--- src/rtl/div_seq_ctrl.sv ---
// Sequencing controller for the iterative restoring divider feeding the hi/lo register file.
// Optional DIV_FAST_PATH_EN: operations with |a| < |b| finish in one cycle.
module div_seq_ctrl #(
  parameter int WIDTH = 32
) (
  input  logic               clk,
  input  logic               rst,
  input  logic               start_i,
  input  logic               signed_i,
  input  logic [WIDTH-1:0]   op_a_i,
  input  logic [WIDTH-1:0]   op_b_i,
  input  logic               annul_i,
  output logic               stallreq_o,
  output logic               ready_o,
  output logic [2*WIDTH-1:0] result_o,
  output logic               hi_we_o,
  output logic               lo_we_o
);

  typedef enum logic [1:0] {
    S_IDLE     = 2'd0,
    S_DIV_ZERO = 2'd1,
    S_DIV_ON   = 2'd2,
    S_DIV_END  = 2'd3
  } state_e;

  localparam int CW = $clog2(WIDTH + 1);

  state_e             state_q, state_d;
  logic [CW-1:0]      cnt_q, cnt_d;
  logic               sgn_q, sgn_d;
  logic               a_neg_q, a_neg_d;
  logic               b_neg_q, b_neg_d;
  logic [WIDTH-1:0]   op_a_q, op_a_d;
  logic [WIDTH-1:0]   dvd_q, dvd_d;
  logic [WIDTH-1:0]   rem_q, rem_d;
  logic [WIDTH-1:0]   dvs_q, dvs_d;
  logic [2*WIDTH-1:0] result_q, result_d;
  logic               ready_q, ready_d;

  logic [WIDTH-1:0]   abs_a_s, abs_b_s;
  logic [WIDTH:0]     part_s;
  logic               ge_s;
  logic [WIDTH-1:0]   diff_s, rem_nxt_s, quo_nxt_s, quo_fix_s, rem_fix_s;

  function automatic logic [WIDTH-1:0] neg_if(input logic neg, input logic [WIDTH-1:0] v);
    return neg ? ({WIDTH{1'b0}} - v) : v;
  endfunction

  assign abs_a_s = neg_if(signed_i & op_a_i[WIDTH-1], op_a_i);
  assign abs_b_s = neg_if(signed_i & op_b_i[WIDTH-1], op_b_i);

  // Partial remainder is one bit wider so divisors with the MSB set compare correctly.
  assign part_s    = {rem_q, dvd_q[WIDTH-1]};
  assign ge_s      = (part_s >= {1'b0, dvs_q});
  assign diff_s    = part_s[WIDTH-1:0] - dvs_q;
  assign rem_nxt_s = ge_s ? diff_s : part_s[WIDTH-1:0];
  assign quo_nxt_s = {dvd_q[WIDTH-2:0], ge_s};
  assign quo_fix_s = neg_if(sgn_q & (a_neg_q ^ b_neg_q), quo_nxt_s);
  assign rem_fix_s = neg_if(sgn_q & a_neg_q, rem_nxt_s);

  assign stallreq_o = start_i & ~ready_q & ~annul_i & ~rst;
  assign ready_o    = ready_q;
  assign hi_we_o    = ready_q;
  assign lo_we_o    = ready_q;
  assign result_o   = result_q;

  // Next-state and datapath update logic
  always_comb begin
    state_d  = state_q;
    cnt_d    = cnt_q;
    sgn_d    = sgn_q;
    a_neg_d  = a_neg_q;
    b_neg_d  = b_neg_q;
    op_a_d   = op_a_q;
    dvd_d    = dvd_q;
    rem_d    = rem_q;
    dvs_d    = dvs_q;
    result_d = result_q;
    ready_d  = ready_q;
    case (state_q)
      S_IDLE: begin
        ready_d  = 1'b0;
        result_d = {(2*WIDTH){1'b0}};
        if (start_i && !annul_i) begin
          sgn_d   = signed_i;
          a_neg_d = signed_i & op_a_i[WIDTH-1];
          b_neg_d = signed_i & op_b_i[WIDTH-1];
          op_a_d  = op_a_i;
          dvd_d   = abs_a_s;
          dvs_d   = abs_b_s;
          rem_d   = {WIDTH{1'b0}};
          cnt_d   = {CW{1'b0}};
          if (op_b_i == {WIDTH{1'b0}}) begin
            state_d = S_DIV_ZERO;
          end
`ifdef DIV_FAST_PATH_EN
          else if (abs_a_s < abs_b_s) begin
            state_d  = S_DIV_END;
            ready_d  = 1'b1;
            result_d = {op_a_i, {WIDTH{1'b0}}};
          end
`endif
          else begin
            state_d = S_DIV_ON;
          end
        end else begin
          state_d = S_IDLE;
        end
      end
      S_DIV_ZERO: begin
        if (annul_i || !start_i) begin
          state_d = S_IDLE;
        end else begin
          state_d  = S_DIV_END;
          ready_d  = 1'b1;
          result_d = {op_a_q, {WIDTH{1'b1}}};
        end
      end
      S_DIV_ON: begin
        if (annul_i || !start_i) begin
          state_d = S_IDLE;
        end else begin
          rem_d = rem_nxt_s;
          dvd_d = quo_nxt_s;
          cnt_d = cnt_q + {{(CW-1){1'b0}}, 1'b1};
          if (cnt_q == CW'(WIDTH - 1)) begin
            state_d  = S_DIV_END;
            ready_d  = 1'b1;
            result_d = {rem_fix_s, quo_fix_s};
          end else begin
            state_d = S_DIV_ON;
          end
        end
      end
      S_DIV_END: begin
        if (annul_i || !start_i) begin
          state_d  = S_IDLE;
          ready_d  = 1'b0;
          result_d = {(2*WIDTH){1'b0}};
        end else begin
          state_d = S_DIV_END;
        end
      end
      default: begin
        state_d  = S_IDLE;
        ready_d  = 1'b0;
        result_d = {(2*WIDTH){1'b0}};
      end
    endcase
  end

  // State and datapath registers
  always_ff @(posedge clk or posedge rst) begin
    if (rst) begin
      state_q  <= S_IDLE;
      cnt_q    <= {CW{1'b0}};
      sgn_q    <= 1'b0;
      a_neg_q  <= 1'b0;
      b_neg_q  <= 1'b0;
      op_a_q   <= {WIDTH{1'b0}};
      dvd_q    <= {WIDTH{1'b0}};
      rem_q    <= {WIDTH{1'b0}};
      dvs_q    <= {WIDTH{1'b0}};
      result_q <= {(2*WIDTH){1'b0}};
      ready_q  <= 1'b0;
    end else begin
      state_q  <= state_d;
      cnt_q    <= cnt_d;
      sgn_q    <= sgn_d;
      a_neg_q  <= a_neg_d;
      b_neg_q  <= b_neg_d;
      op_a_q   <= op_a_d;
      dvd_q    <= dvd_d;
      rem_q    <= rem_d;
      dvs_q    <= dvs_d;
      result_q <= result_d;
      ready_q  <= ready_d;
    end
  end

endmodule

--- config.mk ---
export PLATFORM = sky130hd
export DESIGN_NAME = div_seq_ctrl
export DESIGN_NICKNAME = d
export VERILOG_FILES = /design/src/rtl/div_seq_ctrl.sv
export SDC_FILE = /design/constraint.sdc
export NUM_CORES = 1
export LEC_CHECK = 0
export ABC_AREA = 1
export BUFFER_PORTS_ARGS = -buffer_cell sky130_fd_sc_hd__buf_2
export CAP_MARGIN = 10
export CORE_MARGIN = 3
export CORE_UTILIZATION = 40
export CTS_CLUSTER_SIZE = 12
export DETAILED_ROUTE_END_ITERATION = 10
export GPL_TIMING_DRIVEN = 0
export PLACE_DENSITY = 0.57
export SLEW_MARGIN = 20
export SYNTH_ARGS = -nofsm -noshare
export SYNTH_HDL_FRONTEND = slang
export SYNTH_SLANG_ARGS = --single-unit
export TNS_END_PERCENT = 5
--- constraint.sdc ---
create_clock -name clk -period 9.44 [get_ports clk]
set_clock_uncertainty 0.05 [all_clocks]
set_input_delay 0.472 -clock clk [delete_from_list [all_inputs] [get_ports clk]]
set_output_delay 0.472 -clock clk [all_outputs]
set_load 0.01 [all_outputs]
==> results of run 1 <==
==> metrics by stage <==
step	hold WS [ns]	util, %	total power, mW
2_1_floorplan	0.392	-	2.36
3_3_place_gp	0.405	44.5	2.89
3_5_place_dp	0.369	44.7	2.90
4_1_cts	0.136	47.2	3.95
5_1_grt	0.189	47.2	4.24
6_report	0.145	47.2	3.96
==> final timing paths <==
| kind | cells past startpoint | end | start | slack [ns] |
|---|---|---|---|---|
| worst max-delay path | 30 | result_o[26] | dvs_q[27] | 4.56 |
| worst min-delay path | 3 | op_a_q[8] | op_a_i[8] | 0.15 |
| worst max register to register | 30 | result_o[26] | dvs_q[27] | 4.56 |
| worst min register to register | 2 | result_o[54] | result_o[54] | 0.42 |
| max in group asynchronous | 5 | result_o[60] | rst | 7.79 |
| min in group asynchronous | 3 | result_o[35] | rst | 0.34 |
==> report_power, final <==
part	total (mW)	internal, mW	switching (mW)
Sequential	1.10	0.988	0.107
Clock	1.03	0.626	0.407
Combinational	1.83	0.547	1.28
==> metal layers <==
layer	part of all wire (%)	wire [µm]
met3	6.4	3520
met5	0.024	13
met1	47	25800
met2	43	23300
met4	3.6	1960
==> logic make-up after synthesis <==
family | Yosys count | synth area share [%]
simple gates | 1236 | 35.2
buf+inv | 377 | 10.3
compound gates | 315 | 12.4
flops | 204 | 34.7
xor+xnor | 64 | 3.81
fa+ha+maj | 42 | 3.62
mux | 1 | 0.0680
==> registers in the layout, indices dropped and copies added, names as in the netlist, 2 cells and up <==
signal,count
dvd_q,32
cnt_q,6
result_o,64
dvs_q,32
state_q,2
op_a_q,32
rem_q,32
==> cells in the mapped netlist (4+ instances only) <==
cell type and count:
sky130_fd_sc_hd__nand2_1 782, sky130_fd_sc_hd__inv_1 294, sky130_fd_sc_hd__dfrtp_1 204, sky130_fd_sc_hd__nor2_1 183, sky130_fd_sc_hd__o21ai_0 178, sky130_fd_sc_hd__nand3_1 149, sky130_fd_sc_hd__xor2_1 58, sky130_fd_sc_hd__clkbuf_1 54
sky130_fd_sc_hd__a21oi_1 50, sky130_fd_sc_hd__ha_1 41, sky130_fd_sc_hd__nor3_1 31, sky130_fd_sc_hd__o221ai_1 26, sky130_fd_sc_hd__nand4_1 21, sky130_fd_sc_hd__nand2_2 19, sky130_fd_sc_hd__a22o_1 16, sky130_fd_sc_hd__nor2_2 14
sky130_fd_sc_hd__a31oi_1 13, sky130_fd_sc_hd__buf_2 8, sky130_fd_sc_hd__nand3b_1 8, sky130_fd_sc_hd__o21ai_1 7, sky130_fd_sc_hd__o22ai_1 6, sky130_fd_sc_hd__or2_2 6, sky130_fd_sc_hd__xnor2_1 6, sky130_fd_sc_hd__buf_4 5
sky130_fd_sc_hd__o211ai_1 5, sky130_fd_sc_hd__clkinv_1 4, sky130_fd_sc_hd__nor4_1 4
==> worst max-delay path, delay by kind of cell (launching register included) <==
| family | cells | cell delay (ns) |
|---|---|---|
| and+or+nand+nor | 17 | 2.40 |
| buffers and inverters | 7 | 0.86 |
| AOI/OAI and AO/OA | 4 | 0.60 |
| adders and majority gates | 2 | 0.53 |
| DFF | 1 | 0.35 |
==> cell type report <==
class                           instances  area, µm²  area share (%)
Clock buffer                           36        778            4.59
Timing Repair Buffer                  139        746            4.40
Multi-Input combinational cell       1658       8100            47.8
Sequential cell                       204       5100            30.1
Antenna cell                            1       2.50          0.0148
Buffer                                 77        387            2.28
Clock inverter                          7        106           0.628
Inverter                              300       1140            6.71
Tap cell                              461        577            3.40
==> timing repair <==
item | 4_1_cts | 5_1_grt
hold buffers | 1 | 0
hold endpoints to repair | 19 | 0
endpoints found under the setup margin | 0 | 0
==> results.py, run 1 <==
metrics = {
    "yosys": {
        "asyncSetResetFlopFracSynth_pct": 100,
        "yosysUniqueCellTypes": 57,
        "netlist.area_leader.share_pct": 34.7,
        "synth-seq-cells": 204,
        "synth-edff-count": 0,
        "ys.warnings.count": 0,
        "synth_sequential_area_ratio_pct": 34.7,
        "synthesized_nets": 2350,
        "yosys_most_used_dff": "sky130_fd_sc_hd__dfrtp_1",
        "syn-mean-instance-area_um2": 6.58,
        "area_contributors_post_synth": "sky130_fd_sc_hd__dfrtp_1 (35%), sky130_fd_sc_hd__nand2_1 (20%), sky130_fd_sc_hd__inv_1 (7.5%), sky130_fd_sc_hd__o21ai_0 (6.1%), sky130_fd_sc_hd__nand3_1 (5.1%)",
        "synth_cells": 2239,
        "mappedNetlistArea_um2": 14700,
        "library_cell_occupying_the_most_area_in_the_post_synthesis_netlist": "sky130_fd_sc_hd__dfrtp_1",
    },
    "final_layout": {
        "fill_cell_instance_count_of_the_final_layout": 3817,
        "stdcell_area_um2": 16900,
        "finish.net_count": 2517,
        "post_layout_nonfiller_instances": 2883,
        "layout-drive-gt1-share_pct": 10.6,
        "syn_to_final_growth_pct": 15.1,
        "leading_cell_type_in_the_layout_fill_and_taps_excluded": "sky130_fd_sc_hd__nand2_1",
        "commonest_cells_after_routing_fill_and_taps_aside": "sky130_fd_sc_hd__nand2_1 (782), sky130_fd_sc_hd__inv_1 (293), sky130_fd_sc_hd__dfrtp_1 (204)",
    },
    "floorplan": {
        "area_of_the_core_um2": 35900,
        "num_rows": 69,
        "fp.dieH_um": 198,
        "start_util_pct": 41.0,
        "design.die.area_um2": 39100,
        "io_pins": 137,
        "die-width_um": 198,
    },
    "detailed_routing": {
        "detail-route-antenna-nets": 0,
        "drt-vias-per-instance": 5.29,
        "num_vias": 15252,
        "first_iter_violations": 1260,
        "drt-pass1-iter-count": 7,
        "drc": 0,
        "wl_per_cell_um": 19.0,
        "drt_wl_total_mm": 54.7,
    },
    "place": {
        "dp_hpwl_mm": 43.9,
        "gpl.final_weighted_congestion": 0.940,
        "dp_slack_ns": 4.72,
        "dp.cells": 2838,
        "placed_area_um2": 16000,
        "numPortBuffers": 136,
    },
    "timing": {
        "pin_slew_with_the_least_headroom_to_its_limit_ns": 0.907,
        "rsz0062_at_grt": "no",
        "timing.final.hold_violations": 0,
        "slew_headroom_pct": 39.3,
        "finalWorstSetupSlack_ns": 4.56,
        "top_achievable_clock_speed_ghz": 0.205,
        "min_period_over_period_pct": 51.7,
        "min_tclk_post_route_ns": 4.88,
        "setup_viols_final": 0,
        "timing.final.max_slew_violations": 0,
        "setup_tns_ns": 0,
    },
    "global_route": {
        "antenna_found_initial": 2,
        "grt_util_all_layers_pct": 27.7,
        "globalRoute.totalOverflow": 0,
        "pin_count_of_the_biggest_net_entering_global_routing": 98,
        "vias_in_the_first_global_route": 14564,
        "grt.busiest_layer": "met2",
        "grt.met3_usage_pct": 4.05,
        "global_route_wire_length_before_repair_mm": 84.0,
        "globalRouteMet2Util_pct": 42.3,
        "global_route.usage.met1_pct": 40.5,
    },
    "clock_network": {
        "clock_buffers_created_by_tritoncts": 26,
        "cts-root-to-sink-buffers": 3,
        "cts_root_buffer": "sky130_fd_sc_hd__clkbuf_16",
        "clock_insertion_delay_worst_skew_ns": 0.55,
        "cts-resized-gates": 0,
        "clock_sink_count": 204,
        "worst_setup_hold_path_clk_slew_ns": 0.06,
        "htree_num_levels": 1,
        "post_cts_repair_setup_buffers": 0,
        "cts_tree": "yes",
    },
    "power_and_ir_drop": {
        "powerDensity_nw_per_um2": 234,
        "total_leakage_power_nw": 9.12,
        "peak_supply_drop_uv": 141,
    },
    "worst_setup_path": {
        "setup.worst_path.end_class": "register",
        "required_ns": 9.83,
        "cpPeakStageDelay_ns": 0.35,
        "critical_path.startpoint_type": "register",
        "arrival_ns": 5.27,
        "critical_path.slowest_cell": "sky130_fd_sc_hd__dfrtp_1",
        "crit_path_frequent_cell": "sky130_fd_sc_hd__nand2_1",
        "critical_setup_path_class": "register to register",
        "critical_path_peak_fanout": 10,
    },
    "run_status": {
        "run_status": "complete, no violations",
    },
    "run": {
        "drv.max_cap_violation_count": 0,
    },
    "worst_hold_path": {
        "holdCritPathClass": "input pin to register",
    },
}
Note: power is estimated with default switching activity, not from simulation.
==> run 2, diff against run 1 <==
- clock period: 9.44 -> 4.7 ns (I/O delays scaled with it)
==> run 2 against run 1 <==
Compared with the run above:
- first-iteration DRC count is 9.2% higher
- global-route usage is 0.58 points higher
- maximum frequency grew 10%
- combinational power increased by 100%
- design area grew 3.0%
- cell count grew 1.5%
- non-clock buffer count rose by 46
- clock power rose by 89%
- critical path type unchanged
- largest cell class unchanged
- largest power group unchanged
==> results.py, run 2 (synthesized netlist as in run 1, its figures left out) <==
metrics = {
    "run_status": {
        "run_status": "complete, no violations",
    },
    "clock_network": {
        "cts-root-to-sink-buffers": 3,
        "clock_sink_count": 204,
        "cts_tree": "yes",
        "clock_insertion_delay_worst_skew_ns": 0.53,
        "cts_root_buffer": "sky130_fd_sc_hd__clkbuf_16",
        "clock_buffers_created_by_tritoncts": 25,
        "htree_num_levels": 1,
        "worst_setup_hold_path_clk_slew_ns": 0.06,
    },
    "global_route": {
        "vias_in_the_first_global_route": 14701,
        "global_route_wire_length_before_repair_mm": 85.7,
        "pin_count_of_the_biggest_net_entering_global_routing": 35,
        "globalRoute.totalOverflow": 0,
        "grt_util_all_layers_pct": 28.3,
        "antenna_found_initial": 0,
    },
    "worst_setup_path": {
        "critical_path.startpoint_type": "register",
        "arrival_ns": 4.86,
        "crit_path_frequent_cell": "sky130_fd_sc_hd__nand2_1",
        "critical_path.slowest_cell": "sky130_fd_sc_hd__dfrtp_1",
        "critical_path_peak_fanout": 10,
        "critical_setup_path_class": "register to register",
        "critical_path.startpoint": "dvs_q[6]",
        "regToRegStartpoint": "dvs_q[6]",
        "setup.worst_path.end_class": "register",
        "required_ns": 5.13,
        "cpPeakStageDelay_ns": 0.39,
        "reg2regPathDepth": 30,
    },
    "place": {
        "numPortBuffers": 136,
        "dp_slack_ns": -0.0138,
        "dp_hpwl_mm": 44.6,
        "gpl.final_weighted_congestion": 0.956,
    },
    "worst_hold_path": {
        "min-delay-start": "op_b_i[8]",
        "hold_path_depth": 3,
        "holdCritPathClass": "input pin to register",
    },
    "floorplan": {
        "area_of_the_core_um2": 35900,
        "io_pins": 137,
        "start_util_pct": 41.0,
        "design.die.area_um2": 39100,
        "num_rows": 69,
        "fp.dieH_um": 198,
        "die-width_um": 198,
    },
    "detailed_routing": {
        "drt-met1-wl_mm": 26.1,
        "routed-wl-met2_mm": 24.4,
        "drt_wl_total_mm": 55.8,
        "drc": 0,
        "num_vias": 15481,
        "detail-route-antenna-nets": 0,
        "route.met3.wl_mm": 3.90,
        "drt-vias-per-instance": 5.29,
        "first_iter_violations": 1376,
        "wl_per_cell_um": 19.1,
        "drt-pass1-iter-count": 5,
        "top_metal_used": "met4",
    },
    "power_and_ir_drop": {
        "powerDensity_nw_per_um2": 454,
        "total_leakage_power_nw": 9.29,
        "peak_supply_drop_uv": 272,
    },
    "final_layout": {
        "commonest_cells_after_routing_fill_and_taps_aside": "sky130_fd_sc_hd__nand2_1 (781), sky130_fd_sc_hd__inv_1 (287), sky130_fd_sc_hd__dfrtp_1 (204)",
        "antenna_cells": 0,
        "layout-drive-gt1-share_pct": 11.5,
        "leading_cell_type_in_the_layout_fill_and_taps_excluded": "sky130_fd_sc_hd__nand2_1",
        "largest_register_ffs": 64,
        "finish.net_count": 2562,
        "utilization_pct": 48.6,
        "syn_to_final_growth_pct": 18.5,
        "fill_cell_instance_count_of_the_final_layout": 3802,
    },
    "timing": {
        "finalWorstSetupSlack_ns": 0.267,
        "top_achievable_clock_speed_ghz": 0.226,
        "timing.final.max_slew_violations": 0,
        "timing.final.hold_violations": 0,
        "setup_viols_final": 0,
        "finalHoldWorstSlack_ns": 0.0145,
        "min_tclk_post_route_ns": 4.43,
        "min_period_over_period_pct": 94.3,
        "pin_slew_with_the_least_headroom_to_its_limit_ns": 0.892,
        "slew_headroom_pct": 40.5,
    },
    "run": {
        "drv.max_cap_violation_count": 0,
    },
}
## run 2: metrics by stage
stage	instance area, µm²	setup TNS (ns)	power [mW]	cells
floorplan	14700	0	4.75	2239
global placement	16000	-0.00945	5.81	2836
detailed placement	16100	-0.0138	5.84	2843
CTS	17300	0	7.85	2921
global route	17400	-0.0122	8.52	2927
finish	17400	0	7.92	2927
## run 2: cell type report
class | instances | area [µm²] | area share (%)
Multi-Input combinational cell | 1658 | 8200 | 47.0
Sequential cell | 204 | 5100 | 29.3
Timing Repair Buffer | 185 | 1230 | 7.03
Inverter | 300 | 1130 | 6.51
Clock buffer | 35 | 723 | 4.15
Tap cell | 461 | 577 | 3.31
Buffer | 77 | 387 | 2.22
Clock inverter | 7 | 91.3 | 0.524
## run 2: timing repair
action / 4_1_cts / 5_1_grt
buffers inserted: 0 / 6
endpoints found under the hold margin: 93 / 0
resized for setup: 1 / 24
pin swaps: 0 / 5
setup endpoints to repair: 1 / 4
hold buffers: 36 / 0
## run 2: where the power goes
group / internal, mW / switching [mW]
registers: 1.98 / 0.230
logic: 1.16 / 2.59
clock network: 1.17 / 0.777
total: 4.32 / 3.60
## run 2: path summary, 6_finish.rpt
path / endpoint / slack (ns)
max: result_o[24] / 0.27
min: dvs_q[8] / 0.01
max reg2reg: result_o[24] / 0.27
min reg2reg: op_a_q[22] / 0.42
max in group asynchronous: op_a_q[20] / 3.61
min in group asynchronous: state_q[0] / 0.13
## run 2: worst max-delay path: cells and delay by family, from the launching register on
family / cells / cell delay, ns
and+or+nand+nor: 20 / 2.53
buffers and inverters: 7 / 0.78
adders and majority gates: 2 / 0.47
DFF: 1 / 0.39
AOI/OAI and AO/OA: 1 / 0.12
## run 2: per-layer routing
metal / up-vias / track usage (%)
met2: 552 / 44.0
li1: 7565 / -
met3: 73 / 3.90
met5: - / 0
met4: 0 / 7.13
met1: 7291 / 41.6
==> run 3, diff against run 2 <==
- CTS_BUF_LIST: not set -> sky130_fd_sc_hd__clkbuf_2 sky130_fd_sc_hd__clkbuf_4 sky130_fd_sc_hd__clkbuf_8
==> run 3 against run 2 <==
Compared with the run above:
- utilization grew 1.1 points
- global-route usage grew 0.80 points
- worst hold slack gained 0.036 ns
- worst setup slack lost 0.011 ns
- via count grew 1.1%
- non-clock buffer count grew 27
- sequential share of layout area shrank 0.65 points
- largest power group unchanged
==> results.py, run 3 (synthesized netlist as in run 1, its figures left out) <==
metrics = {
    "final_layout": {
        "stdcell_area_um2": 17800,
        "syn_to_final_growth_pct": 21.2,
        "finish.net_count": 2604,
        "fill_cell_instance_count_of_the_final_layout": 3754,
        "leading_cell_type_in_the_layout_fill_and_taps_excluded": "sky130_fd_sc_hd__nand2_1",
        "post_layout_nonfiller_instances": 2982,
        "largest_register_ffs": 64,
        "antenna_cells": 0,
        "commonest_cells_after_routing_fill_and_taps_aside": "sky130_fd_sc_hd__nand2_1 (781), sky130_fd_sc_hd__inv_1 (286), sky130_fd_sc_hd__dfrtp_1 (204)",
        "layout-drive-gt1-share_pct": 12.8,
    },
    "floorplan": {
        "die-width_um": 198,
        "io_pins": 137,
        "fp.dieH_um": 198,
        "num_rows": 69,
        "design.die.area_um2": 39100,
        "area_of_the_core_um2": 35900,
        "start_util_pct": 41.0,
    },
    "clock_network": {
        "clock_buffers_created_by_tritoncts": 40,
        "htree_num_levels": 2,
        "clock_sink_count": 204,
        "cts_root_buffer": "sky130_fd_sc_hd__clkbuf_8",
        "clock_insertion_delay_worst_skew_ns": 0.62,
        "cts_tree": "yes",
        "cts-root-to-sink-buffers": 3,
        "worst_setup_hold_path_clk_slew_ns": 0.05,
    },
    "timing": {
        "finalWorstSetupSlack_ns": 0.256,
        "timing.final.hold_violations": 0,
        "timing.final.max_slew_violations": 0,
        "setup_viols_final": 0,
        "min_period_over_period_pct": 94.5,
        "rsz0062_at_grt": "no",
        "slew_headroom_pct": 39.0,
        "top_achievable_clock_speed_ghz": 0.225,
        "pin_slew_with_the_least_headroom_to_its_limit_ns": 0.914,
        "min_tclk_post_route_ns": 4.44,
        "finalHoldWorstSlack_ns": 0.0509,
    },
    "detailed_routing": {
        "drc": 0,
        "detail-route-antenna-nets": 0,
        "wl_per_cell_um": 19.0,
        "num_vias": 15645,
        "drt-pass1-iter-count": 5,
        "first_iter_violations": 1438,
        "drt-vias-per-instance": 5.25,
        "drt_wl_total_mm": 56.8,
    },
    "global_route": {
        "pin_count_of_the_biggest_net_entering_global_routing": 35,
        "global_route_wire_length_before_repair_mm": 87.4,
        "antenna_found_initial": 1,
        "grt_util_all_layers_pct": 29.1,
        "globalRoute.totalOverflow": 0,
        "vias_in_the_first_global_route": 15009,
    },
    "power_and_ir_drop": {
        "peak_supply_drop_uv": 222,
        "pwr-share-clk_pct": 24.8,
        "power.share.switching_pct": 45.9,
        "powerDensity_nw_per_um2": 448,
        "power.share.sequential_pct": 27.8,
        "combinationalPowerShare_pct": 47.4,
        "net_switching_power_mw": 3.67,
        "cell_internal_pwr_mw": 4.33,
        "p_total_mw": 8.00,
        "total_leakage_power_nw": 9.46,
    },
    "worst_setup_path": {
        "setup.worst_path.end_class": "register",
        "cpPeakStageDelay_ns": 0.39,
        "arrival_ns": 4.93,
        "critical_path.slowest_cell": "sky130_fd_sc_hd__dfrtp_1",
        "crit_path_frequent_cell": "sky130_fd_sc_hd__nand2_1",
        "critical_path.startpoint_type": "register",
        "critical_setup_path_class": "register to register",
        "critical_path_peak_fanout": 10,
        "cpLargestDelayFamily": "simple AND/OR/NAND/NOR gates",
        "required_ns": 5.18,
        "worst-path-buf-inv": 7,
        "reg2reg_slack_ns": 0.26,
    },
    "place": {
        "dp_slack_ns": -0.0138,
        "dp.cells": 2843,
        "placed_area_um2": 16100,
        "numPortBuffers": 136,
        "gpl.final_weighted_congestion": 0.956,
        "dp_hpwl_mm": 44.6,
    },
    "run_status": {
        "run_status": "complete, no violations",
    },
    "run": {
        "drv.max_cap_violation_count": 0,
    },
    "worst_hold_path": {
        "holdCritPathClass": "input pin to register",
    },
}
==> run 3: cell types whose count changed in the layout (fill, tap and decap cells not counted), moves of 4 or more <==
cell / change
sky130_fd_sc_hd__clkbuf_8: +46
sky130_fd_sc_hd__ha_4: +6
sky130_fd_sc_hd__clkbuf_16: -25
sky130_fd_sc_hd__ha_1: -6
sky130_fd_sc_hd__dlygate4sd3_1: +26
sky130_fd_sc_hd__clkbuf_1: -4
sky130_fd_sc_hd__clkbuf_4: +13
==> run 3: layer usage <==
metal  routed length, µm  vias up  GRT usage, %
met5                  13        -             0
met4                1640        2          9.54
met3                4120       96          5.04
met2               24900      576          44.8
met1               26100     7325          41.6
li1                    -     7646             -
==> run 3: through the flow <==
stage / setup TNS, ns / util, %
finish: 0 / 49.7
global route: 0 / 49.7
floorplan: 0 / -
detailed placement: -0.0138 / 44.9
CTS: 0 / 49.1
global placement: -0.00945 / 44.5
==> run 3: area by class of cell <==
type                            instances  area, µm²  area share, %
Tap cell                              461        577           3.23
Clock inverter                          5       56.3          0.316
Sequential cell                       204       5100           28.6
Inverter                              300       1130           6.36
Multi-Input combinational cell       1658       8280           46.4
Clock buffer                           65        813           4.56
Buffer                                 77        387           2.17
Timing Repair Buffer                  212       1490           8.37
==> run 3: worst reg2reg max path: cells and delay by family, from the launching register on <==
kind / cells / cell delay [ns]
adder cells (fa/ha/maj): 2 / 0.49
flip-flops: 1 / 0.39
AND/OR/NAND/NOR: 18 / 2.55
buffers and inverters: 7 / 0.76
AO/OA/AOI/OAI: 1 / 0.16
==> run 3: what timing repair did <==
action	4_1_cts	5_1_grt
setup endpoints to repair	1	5
resized for setup	1	31
hold buffers	62	0
pin swaps	0	8
setup buffers	0	7
endpoints found under the hold margin	241	0
==> run 3: final timing paths <==
check | from | endpoint | depth (start not counted)
min | op_b_i[28] | dvs_q[28] | 4
max in group asynchronous | rst | result_o[61] | 6
max reg2reg | dvs_q[29] | result_o[24] | 28
min in group asynchronous | rst | cnt_q[5] | 3
max | dvs_q[29] | result_o[24] | 28
min reg2reg | result_o[41] | result_o[41] | 2
==> run 3: power groups by stage <==
| stage | combinational [mW] | sequential [mW] | clock (mW) |
|---|---|---|---|
| 2_1_floorplan | 2.59 | 2.16 | 0 |
| 5_1_grt | 4.27 | 2.24 | 2.10 |
| 3_3_place_gp | 3.58 | 2.23 | 0 |
| 6_report | 3.79 | 2.22 | 1.99 |
| 3_5_place_dp | 3.61 | 2.23 | 0 |
| 4_1_cts | 3.67 | 2.20 | 2.02 |
